$ cat src/rtl/alu_md_if.sv
// alu_md_if
// ---------------------------------------------------------------------------
// Bus bundle between the EX-stage controller and the alu_md block.
//   fun    : combinational ALU operation select (4 bits)
//   in1    : operand A, also the mthi/mtlo source
//   in2    : operand B
//   out    : combinational ALU result
//   md_op  : multiply/divide operation (0 mult, 1 multu, 2 div, 3 divu,
//            4 mthi, 5 mtlo, 6-7 none)
//   start  : request strobe for md_op, sampled on the rising clock edge
//   busy   : multiply/divide unit is running
//   hi, lo : architectural HI/LO registers
// Modports: master drives requests (controller / bench), slave is alu_md.
// ---------------------------------------------------------------------------
interface alu_md_if #(
    parameter int WIDTH = 32
);
    logic [3:0]       fun;
    logic [WIDTH-1:0] in1;
    logic [WIDTH-1:0] in2;
    logic [WIDTH-1:0] out;
    logic [2:0]       md_op;
    logic             start;
    logic             busy;
    logic [WIDTH-1:0] hi;
    logic [WIDTH-1:0] lo;

    modport master (
        output fun, in1, in2, md_op, start,
        input  out, busy, hi, lo
    );

    modport slave (
        input  fun, in1, in2, md_op, start,
        output out, busy, hi, lo
    );
endinterface

$ cat src/rtl/alu_md.sv
// alu_md
// ---------------------------------------------------------------------------
// EX-stage ALU with a multi-cycle multiply/divide unit and HI/LO registers.
//   clk   : clock, rising edge
//   reset : asynchronous, active-high reset
//   bus   : alu_md_if.slave (fun/in1/in2 -> out combinational ALU;
//           md_op/start -> busy/hi/lo multiply/divide unit)
// Parameters:
//   WIDTH   datapath width (>= 8)
//   MUL_LAT multiply busy cycles (>= 1)
//   DIV_LAT divide busy cycles (>= 1)
// Build option:
//   ALU_MD_DIV_EN  when defined, div/divu are implemented; when undefined no
//                  divider is built and md_op 2/3 are treated as no-ops.
// ---------------------------------------------------------------------------
module alu_md #(
    parameter int WIDTH   = 32,
    parameter int MUL_LAT = 5,
    parameter int DIV_LAT = 10
) (
    input  logic     clk,
    input  logic     reset,
    alu_md_if.slave  bus
);
    localparam int SHW    = $clog2(WIDTH);
    localparam int MAXLAT = (MUL_LAT > DIV_LAT) ? MUL_LAT : DIV_LAT;
    localparam int CW     = $clog2(MAXLAT + 1);
    localparam logic [CW-1:0] MUL_CNT = CW'(MUL_LAT);
`ifdef ALU_MD_DIV_EN
    localparam logic [CW-1:0] DIV_CNT = CW'(DIV_LAT);
`endif

    // ------------------------------------------------------------------
    // Combinational ALU
    // ------------------------------------------------------------------
    logic [WIDTH-1:0] alu_out;
    logic [WIDTH-1:0] lui_val;
    logic [SHW-1:0]   shamt;

    assign shamt = bus.in1[SHW-1:0];

    // lui places in2[15:0] at the top; narrow datapaths just pass in2 through.
    generate
        if (WIDTH > 16) begin : g_lui_wide
            assign lui_val = {bus.in2[15:0], {(WIDTH-16){1'b0}}};
        end else begin : g_lui_narrow
            assign lui_val = bus.in2;
        end
    endgenerate

    always_comb begin
        alu_out = '0;
        case (bus.fun)
            4'd0:    alu_out = bus.in1 + bus.in2;
            4'd1:    alu_out = bus.in1 - bus.in2;
            4'd2:    alu_out = bus.in1 | bus.in2;
            4'd3:    alu_out = {{(WIDTH-1){1'b0}}, (bus.in1 == bus.in2)};
            4'd4:    alu_out = {{(WIDTH-1){1'b0}}, (bus.in1 < bus.in2)};
            4'd5:    alu_out = lui_val;
            4'd6:    alu_out = bus.in1 & bus.in2;
            4'd7:    alu_out = bus.in1 ^ bus.in2;
            4'd8:    alu_out = ~(bus.in1 | bus.in2);
            4'd9:    alu_out = {{(WIDTH-1){1'b0}}, ($signed(bus.in1) < $signed(bus.in2))};
            4'd10:   alu_out = bus.in2 << shamt;
            4'd11:   alu_out = bus.in2 >> shamt;
            4'd12:   alu_out = $signed(bus.in2) >>> shamt;
            default: alu_out = '0;
        endcase
    end

    assign bus.out = alu_out;

    // ------------------------------------------------------------------
    // Multiply/divide unit state
    // ------------------------------------------------------------------
    typedef enum logic {
        ST_IDLE,
        ST_RUN
    } state_t;

    state_t           state_q, state_d;
    logic [CW-1:0]    cnt_q, cnt_d;
    logic [WIDTH-1:0] a_q, a_d;
    logic [WIDTH-1:0] b_q, b_d;
    logic [WIDTH-1:0] hi_q, hi_d;
    logic [WIDTH-1:0] lo_q, lo_d;
    logic             sgn_q, sgn_d;
`ifdef ALU_MD_DIV_EN
    logic             div_q, div_d;
`endif

    // Operands are latched at acceptance, so the result depends only on the
    // captured values; it is committed on the final busy edge.
    logic [2*WIDTH-1:0] mul_a_ext;
    logic [2*WIDTH-1:0] mul_b_ext;
    logic [2*WIDTH-1:0] prod;

    assign mul_a_ext = {{WIDTH{sgn_q & a_q[WIDTH-1]}}, a_q};
    assign mul_b_ext = {{WIDTH{sgn_q & b_q[WIDTH-1]}}, b_q};
    // Sign-extended operands multiplied modulo 2^(2*WIDTH) give the
    // correct two's-complement product for both signed and unsigned.
    assign prod = mul_a_ext * mul_b_ext;

`ifdef ALU_MD_DIV_EN
    logic             a_neg, b_neg, b_zero;
    logic [WIDTH-1:0] abs_a, abs_b, divisor, uq, ur, quo, rem;

    assign a_neg   = sgn_q & a_q[WIDTH-1];
    assign b_neg   = sgn_q & b_q[WIDTH-1];
    assign abs_a   = a_neg ? -a_q : a_q;
    assign abs_b   = b_neg ? -b_q : b_q;
    assign b_zero  = (b_q == '0);
    // Divisor forced to 1 on zero so the divider never sees 0; the result
    // is discarded in that case anyway.
    assign divisor = b_zero ? {{(WIDTH-1){1'b0}}, 1'b1} : abs_b;
    assign uq      = abs_a / divisor;
    assign ur      = abs_a % divisor;
    // Truncating division: quotient negative when signs differ, remainder
    // follows the dividend. Most-negative / -1 falls out naturally as
    // quotient = most-negative, remainder = 0.
    assign quo     = (a_neg ^ b_neg) ? -uq : uq;
    assign rem     = a_neg ? -ur : ur;
`endif

    always_comb begin
        state_d = state_q;
        cnt_d   = cnt_q;
        a_d     = a_q;
        b_d     = b_q;
        hi_d    = hi_q;
        lo_d    = lo_q;
        sgn_d   = sgn_q;
`ifdef ALU_MD_DIV_EN
        div_d   = div_q;
`endif
        case (state_q)
            ST_IDLE: begin
                if (bus.start) begin
                    case (bus.md_op)
                        3'd0, 3'd1: begin
                            a_d     = bus.in1;
                            b_d     = bus.in2;
                            sgn_d   = (bus.md_op == 3'd0);
`ifdef ALU_MD_DIV_EN
                            div_d   = 1'b0;
`endif
                            cnt_d   = MUL_CNT;
                            state_d = ST_RUN;
                        end
`ifdef ALU_MD_DIV_EN
                        3'd2, 3'd3: begin
                            a_d     = bus.in1;
                            b_d     = bus.in2;
                            sgn_d   = (bus.md_op == 3'd2);
                            div_d   = 1'b1;
                            cnt_d   = DIV_CNT;
                            state_d = ST_RUN;
                        end
`endif
                        3'd4:    hi_d = bus.in1;
                        3'd5:    lo_d = bus.in1;
                        default: ;
                    endcase
                end
            end
            ST_RUN: begin
                // Requests arriving while running are dropped, not queued.
                if (cnt_q == CW'(1)) begin
                    state_d = ST_IDLE;
                    cnt_d   = '0;
`ifdef ALU_MD_DIV_EN
                    if (div_q) begin
                        if (!b_zero) begin
                            hi_d = rem;
                            lo_d = quo;
                        end
                    end else begin
                        {hi_d, lo_d} = prod;
                    end
`else
                    {hi_d, lo_d} = prod;
`endif
                end else begin
                    cnt_d = cnt_q - 1'b1;
                end
            end
            default: begin
                state_d = ST_IDLE;
                cnt_d   = '0;
            end
        endcase
    end

    always_ff @(posedge clk or posedge reset) begin
        if (reset) begin
            state_q <= ST_IDLE;
            cnt_q   <= '0;
            a_q     <= '0;
            b_q     <= '0;
            hi_q    <= '0;
            lo_q    <= '0;
            sgn_q   <= 1'b0;
`ifdef ALU_MD_DIV_EN
            div_q   <= 1'b0;
`endif
        end else begin
            state_q <= state_d;
            cnt_q   <= cnt_d;
            a_q     <= a_d;
            b_q     <= b_d;
            hi_q    <= hi_d;
            lo_q    <= lo_d;
            sgn_q   <= sgn_d;
`ifdef ALU_MD_DIV_EN
            div_q   <= div_d;
`endif
        end
    end

    assign bus.busy = (state_q == ST_RUN);
    assign bus.hi   = hi_q;
    assign bus.lo   = lo_q;

endmodule

$ cat src/flat_wrapper.sv
// flat-port wrapper written by rule: the top's interface ports become plain ports
module alu_md_flat 
#(
    parameter int WIDTH   = 32,
    parameter int MUL_LAT = 5,
    parameter int DIV_LAT = 10
)
  (clk, reset, bus_fun, bus_in1, bus_in2, bus_md_op, bus_start, bus_out, bus_busy, bus_hi, bus_lo);
  alu_md_if #(.WIDTH(WIDTH)) bus_i ();
  input  logic clk;
  input  logic reset;
  input wire logic [$bits(bus_i.fun)-1:0] bus_fun;
  input wire logic [$bits(bus_i.in1)-1:0] bus_in1;
  input wire logic [$bits(bus_i.in2)-1:0] bus_in2;
  input wire logic [$bits(bus_i.md_op)-1:0] bus_md_op;
  input wire logic [$bits(bus_i.start)-1:0] bus_start;
  output wire logic [$bits(bus_i.out)-1:0] bus_out;
  output wire logic [$bits(bus_i.busy)-1:0] bus_busy;
  output wire logic [$bits(bus_i.hi)-1:0] bus_hi;
  output wire logic [$bits(bus_i.lo)-1:0] bus_lo;
  assign bus_i.fun = bus_fun;
  assign bus_i.in1 = bus_in1;
  assign bus_i.in2 = bus_in2;
  assign bus_i.md_op = bus_md_op;
  assign bus_i.start = bus_start;
  assign bus_out = bus_i.out;
  assign bus_busy = bus_i.busy;
  assign bus_hi = bus_i.hi;
  assign bus_lo = bus_i.lo;
  alu_md #(.WIDTH(WIDTH), .MUL_LAT(MUL_LAT), .DIV_LAT(DIV_LAT)) u_core (.clk(clk), .reset(reset), .bus(bus_i));
endmodule
$ cat config.mk
export PLATFORM = sky130hd
export DESIGN_NAME = alu_md_flat
export DESIGN_NICKNAME = d
export VERILOG_FILES = /design/src/rtl/alu_md_if.sv /design/src/rtl/alu_md.sv /design/src/flat_wrapper.sv
export SDC_FILE = /design/constraint.sdc
export NUM_CORES = 2
export LEC_CHECK = 0
export ABC_AREA = 1
export CORE_AREA = 10 10 361 363
export CTS_BUF_LIST = sky130_fd_sc_hd__clkbuf_2 sky130_fd_sc_hd__clkbuf_4 sky130_fd_sc_hd__clkbuf_8
export DETAILED_ROUTE_END_ITERATION = 12
export DIE_AREA = 0 0 371 373
export REMOVE_ABC_BUFFERS = 1
export SLEW_MARGIN = 20
export SYNTH_ARGS = -nofsm -noshare
export SYNTH_HDL_FRONTEND = slang
export SYNTH_SLANG_ARGS = --single-unit
$ cat constraint.sdc
create_clock -name clk -period 19.1 [get_ports clk]
set_input_delay 2.865 -clock clk [delete_from_list [all_inputs] [get_ports clk]]
set_output_delay 2.865 -clock clk [all_outputs]
set_load 0.05 [all_outputs]
# [Yosys cells after proc, flatten, opt, wreduce, memory -nomap -nowiden]
# Cells that the tools add are included.
[classes] mux=17 n_shift=3 mul=1 n_reduce_logical=7 n_addsub=3 n_eq_ne=22 n_div=0 n_lt_le_gt_ge=2 bitwise=7
[ops] cell="32-bit case mux with 13 select lines" count=1
[ops] cell="32-bit 2-to-1 mux" count=6
[ops] cell="32-bit case mux with 2 select lines" count=2
[ops] cell="32-bit less-than comparator" count=2
[ops] cell="33-bit by 33-bit multiplier with 64-bit output" count=1
[ops] cell="32-bit adder" count=1
[ops] cell="32-bit AND" count=1
[ops] cell="32-bit equality test" count=1
[ops] cell="32-bit NOT" count=1
[ops] cell="32-bit bitwise OR" count=1
[ops] cell="32-bit by 5-bit << shifter with 32-bit output" count=1
[ops] cell="32-bit by 5-bit right shift with 32-bit output" count=1
[ops] cell="32-bit by 5-bit >>> shifter with 32-bit output" count=1
[ops] cell="32-bit subtractor" count=1
[ops] cell="32-bit bitwise XOR" count=1
[ops] cell="4-bit equality test (second input constant)" count=5
[ops] cell="4-bit by 3-bit equality test with 1-bit output (second input constant)" count=4
[ops] cell="4-bit 2-to-1 mux" count=3
[ops] cell="2-bit != test (second input constant)" count=5
[ops] cell="3-bit AND reduction" count=3
[ops] cell="4-bit by 1-bit equality test with 1-bit output (second input constant)" count=2
[ops] cell="4-bit by 2-bit equality test with 1-bit output (second input constant)" count=2
[ops] cell="4-bit case mux with 2 select lines" count=1
[ops] cell="3-bit equality test (second input constant)" count=2
[ops] cell="10 further kinds" count=13
[word_totals] word_cells=69 n_memories=0 rom_bits=0 mem_bits_rw=0 latch_bits=0 ff_bits=134

# [Longest topological paths before layout]
[logic_depth] word_depth=5 ltp_mapped=35 mapped_depth_nobuf=33

# [Worst setup path after synthesis]
# OpenSTA, ideal clock, no wires.
[synth_path] path_type="input -> output" startpoint="input bus_in1[4]" endpoint="output bus_out[26]" required_time_ns=16.235 slack_ns=10.961 arrival_ns=5.274 stages=15 path_buffers=3 cell_sequence="inv_1 -> clkbuf_1 -> clkbuf_1 -> ha_1 -> buf_4 -> nor2_1 -> nand2_1 -> o21ai_0 -> nand2_1 -> nand2_1 -> nand4_1 -> nand2_1 -> nand2_1 -> nand3_1 -> nand3_1"
[synth_via] elab_chain_len=2 word_cells_on_any_way=6 classes_between="2 x add/sub; 3 x shift; 1 x mux"
[synth_lines] element="start, declared" line_no="flat_wrapper.sv:13" rtl="input wire logic [$bits(bus_i.in1)-1:0] bus_in1;"
[synth_lines] element="32-bit subtractor, or another cell as far along" line_no="alu_md.sv:55" rtl="4'd1: alu_out = bus.in1 - bus.in2;"
[synth_lines] element="32-bit case mux with 13 select lines *" line_no="alu_md.sv:53" rtl="case (bus.fun)"
[synth_lines] element="end, declared" line_no="flat_wrapper.sv:17" rtl="output wire logic [$bits(bus_i.out)-1:0] bus_out;"
# Mark *: on every way between the ends. The rest lies on a longest branch, timed or not.

# [Worst setup path in the final report]
[layout_path] startpoint="input bus_in2[9]" endpoint="output bus_out[22]"
[layout_via] elab_chain_len=2 word_cells_on_any_way=6 classes_between="2 x add/sub; 3 x shift; 1 x mux"
[layout_lines] element="start, declared" line_no="flat_wrapper.sv:14" rtl="input wire logic [$bits(bus_i.in2)-1:0] bus_in2;"
[layout_lines] element="32-bit subtractor, or another cell as far along" line_no="alu_md.sv:55"
[layout_lines] element="32-bit case mux with 13 select lines *" line_no="alu_md.sv:53"
# Marked as above.

==> impl_metrics.tcl <==
set metrics [dict create \
    status "completed" \
    tritoncts "done" \
    path_clk_slew_ns 0.09 \
    post_drt_via_cell_ratio 5.487 \
    cp_max_fo 7 \
    critical_path_class "primary input to output port" \
    cp_data_arrival_time_ns 7.51 \
    finalCritPeriodShare 0.5432 \
    cts_setup_buffers 0 \
    cts_sinks 134 \
    hold_path_depth 2 \
    die_h_microns 373 \
    clock.fmax_mhz 96.39 \
    dr_total_vias 50345 \
    critPathRequiredTime_ns 16.23 \
    finalCriticalPeriod_ns 10.37 \
    worstPathCellList "clkdlybuf4s50_1 -> inv_1 -> ha_1 -> a21oi_1 -> inv_1 -> nor2_1 -> nor2_1 -> o21ai_0 -> nand3_1 -> o21ai_0 -> nand4_1 -> clkdlybuf4s50_1" \
    rr_endpoint "u_core.bus.hi[24]$_DFFE_PP0P_" \
    synth-edff-count 0 \
    wirelength_microns 233200 \
    antenna_found_initial 8 \
    h-tree-depth 4 \
    rows 129 \
    drt_iter0_markers 4735 \
    drv_cap 0 \
    synthCells 7619 \
    synth_largest_area_cell "fa_1" \
    place.gp.congestion 1.053 \
    drcViolationCount 0 \
    drive_gt1_frac 0.03132 \
    fp.coreArea_sq_mm 0.1230 \
    maxSlewViolCount 0 \
    numCtsBuffers 17 \
    cts-resized-gates 0 \
    dp.cells 9141 \
    pin_count 171 \
    dieArea_sq_mm 0.1384 \
    clock_path_buffers 2 \
    cts_hold_buffers 0 \
    synth_area_leaders "fa_1, nand2_1, inv_1, ha_1, dfrtp_1" \
    ys_warn_count 0 \
    slowest_delay_ns 0.83 \
    final_cell_count_no_fill 9175 \
    rsz0062_at_grt "no" \
    setup_violations 0 \
    nFillCells 12675 \
    routedWlPerCell_microns 25.41 \
    cts-root-buf "clkbuf_8" \
    clock-skew-final_ns 0.04965 \
    hpwlAfterDp_microns 195800 \
    grt_pass1_vias 52048 \
    min_to "u_core.a_q[15]$_DFFE_PP0P_" \
    tns_ns 0 \
    r2r-start "u_core.sgn_q$_DFFE_PP0P_" \
    grt-ovfl-total 0 \
    reg2reg_depth 26 \
    clk_latency_ns 0.57 \
    synth_flop_cell "dfrtp_1" \
    syn_area_sq_mm 0.05502 \
    hp-start "u_core.a_q[15]$_DFFE_PP0P_" \
    grt_max_degree 80 \
    yosysTopAreaCellShare 0.4101 \
    postRouteAntennaNets 0 \
    seq_area_frac_synth 0.06095 \
    yosysUniqueCellTypes 66 \
    start_util 0.4474 \
    cp_slowest_cell "clkdlybuf4s50_1" \
    worstMarginPinSlew_ns 1.278 \
    async_reset_ff_frac 1.000 \
    grt_usage 0.3377 \
    dr.pass1.iters 6 \
    syn_area_per_cell_sq_um 7.221 \
    numPortBuffers 170 \
    synth_seq_cells 134 \
    finalHoldViolations 0 \
    reg2reg_setup_slack_ns 9.94 \
    layout_common_cells "nand2_1, inv_1, fa_1" \
    grt_pass1_wl_microns 347900 \
    hold_class "flop to flop" \
    fin_util 0.4747 \
    final_common_cell "nand2_1" \
    syn_to_final_growth_pct 6.117 \
    cp-start-kind "primary input" \
    slew_headroom 0.1390 \
    crit_path_end_kind "output port" \
    nNetsFinal 9034 \
    die_w_microns 371 \
]
[metrics by stage]
step | worst slack, ns | hold slack (ns) | cell area (sq um)
6_report | 8.726 | 0.4945 | 58390
5_1_grt | 8.773 | 0.5188 | 58380
4_1_cts | 8.875 | 0.4959 | 58380
2_1_floorplan | 10.63 | 0.5187 | 53380
3_3_place_gp | 8.823 | 0.4660 | 57960
3_5_place_dp | 8.888 | 0.4740 | 57960
[worst max path at each step]
stage	to	start	slack [ns]	cells after the start
after floorplan	bus_out[25]	bus_in1[2]	10.63	12
after global placement	bus_out[22]	bus_in2[9]	8.82	12
after detailed placement	bus_out[22]	bus_in2[9]	8.89	12
after CTS	bus_out[22]	bus_in2[9]	8.87	12
after global routing	bus_out[26]	bus_in1[0]	8.77	15
final	bus_out[22]	bus_in2[9]	8.73	12
[sequential cells by signal (all words and copies together), names as in the netlist]
signal           cells
u_core.a_q          32
u_core.b_q          32
u_core.bus.hi       32
u_core.bus.lo       32
u_core.cnt_q         4
u_core.bus.busy      1
u_core.sgn_q         1
[per-layer routing]
layer  share of wire  vias to the layer above  GRT usage  wire length (microns)
li1                -                    22158          -                      -
met1            0.42                    25664     0.4598                  97880
met2            0.47                     2143     0.5514                 108900
met3           0.074                      378    0.04564                  17140
met4           0.040                        2     0.1116                   9232
met5        0.000056                        -          0                     13
[kinds of logic (layout without fill, tap and decap cells)]
| kind of cell | after synthesis | after routing | synth area share |
|---|---|---|---|
| AO/OA/AOI/OAI | 777 | 777 | 0.07962 |
| multiplexers | 9 | 9 | 0.001637 |
| AND/OR/NAND/NOR | 2991 | 2991 | 0.2178 |
| buffers and inverters | 2256 | 2173 | 0.1571 |
| XOR/XNOR | 15 | 15 | 0.002388 |
| flip-flops | 134 | 134 | 0.06095 |
| adder cells (fa/ha/maj) | 1437 | 1437 | 0.4806 |
| other | 0 | 2 | 0 |
[worst max-delay path: cells and delay by family]
kind | cells | cell delay, ns
buf+inv | 4 | 1.81
simple gates | 4 | 0.88
compound gates | 3 | 1.49
fa+ha+maj | 1 | 0.44
[synthesized netlist by cell type, drive strengths merged, types with 56 or more instances]
master,number
nand2,2090
inv,1862
fa,1127
nor2,489
o21ai,345
ha,310
clkbuf,307
nand3,280
a21oi,262
dfrtp,134
buf,84
nand4,56
[area by class of cell]
type	count	area [sq um]	area share
inverters	1865	7009	0.1200
multi-input cells	5229	43060	0.7375
well taps	1637	2048	0.03508
clock buffers	17	234.0	0.004007
clock inverters	15	185.2	0.003172
flip-flops and latches	134	3363	0.05760
repair buffers	276	2480	0.04247
diodes	2	5.005	0.00008572
Power is left out: the tool's default activity adds up to more than one toggle a clock period on the data nets, which glitch-free logic cannot reach.
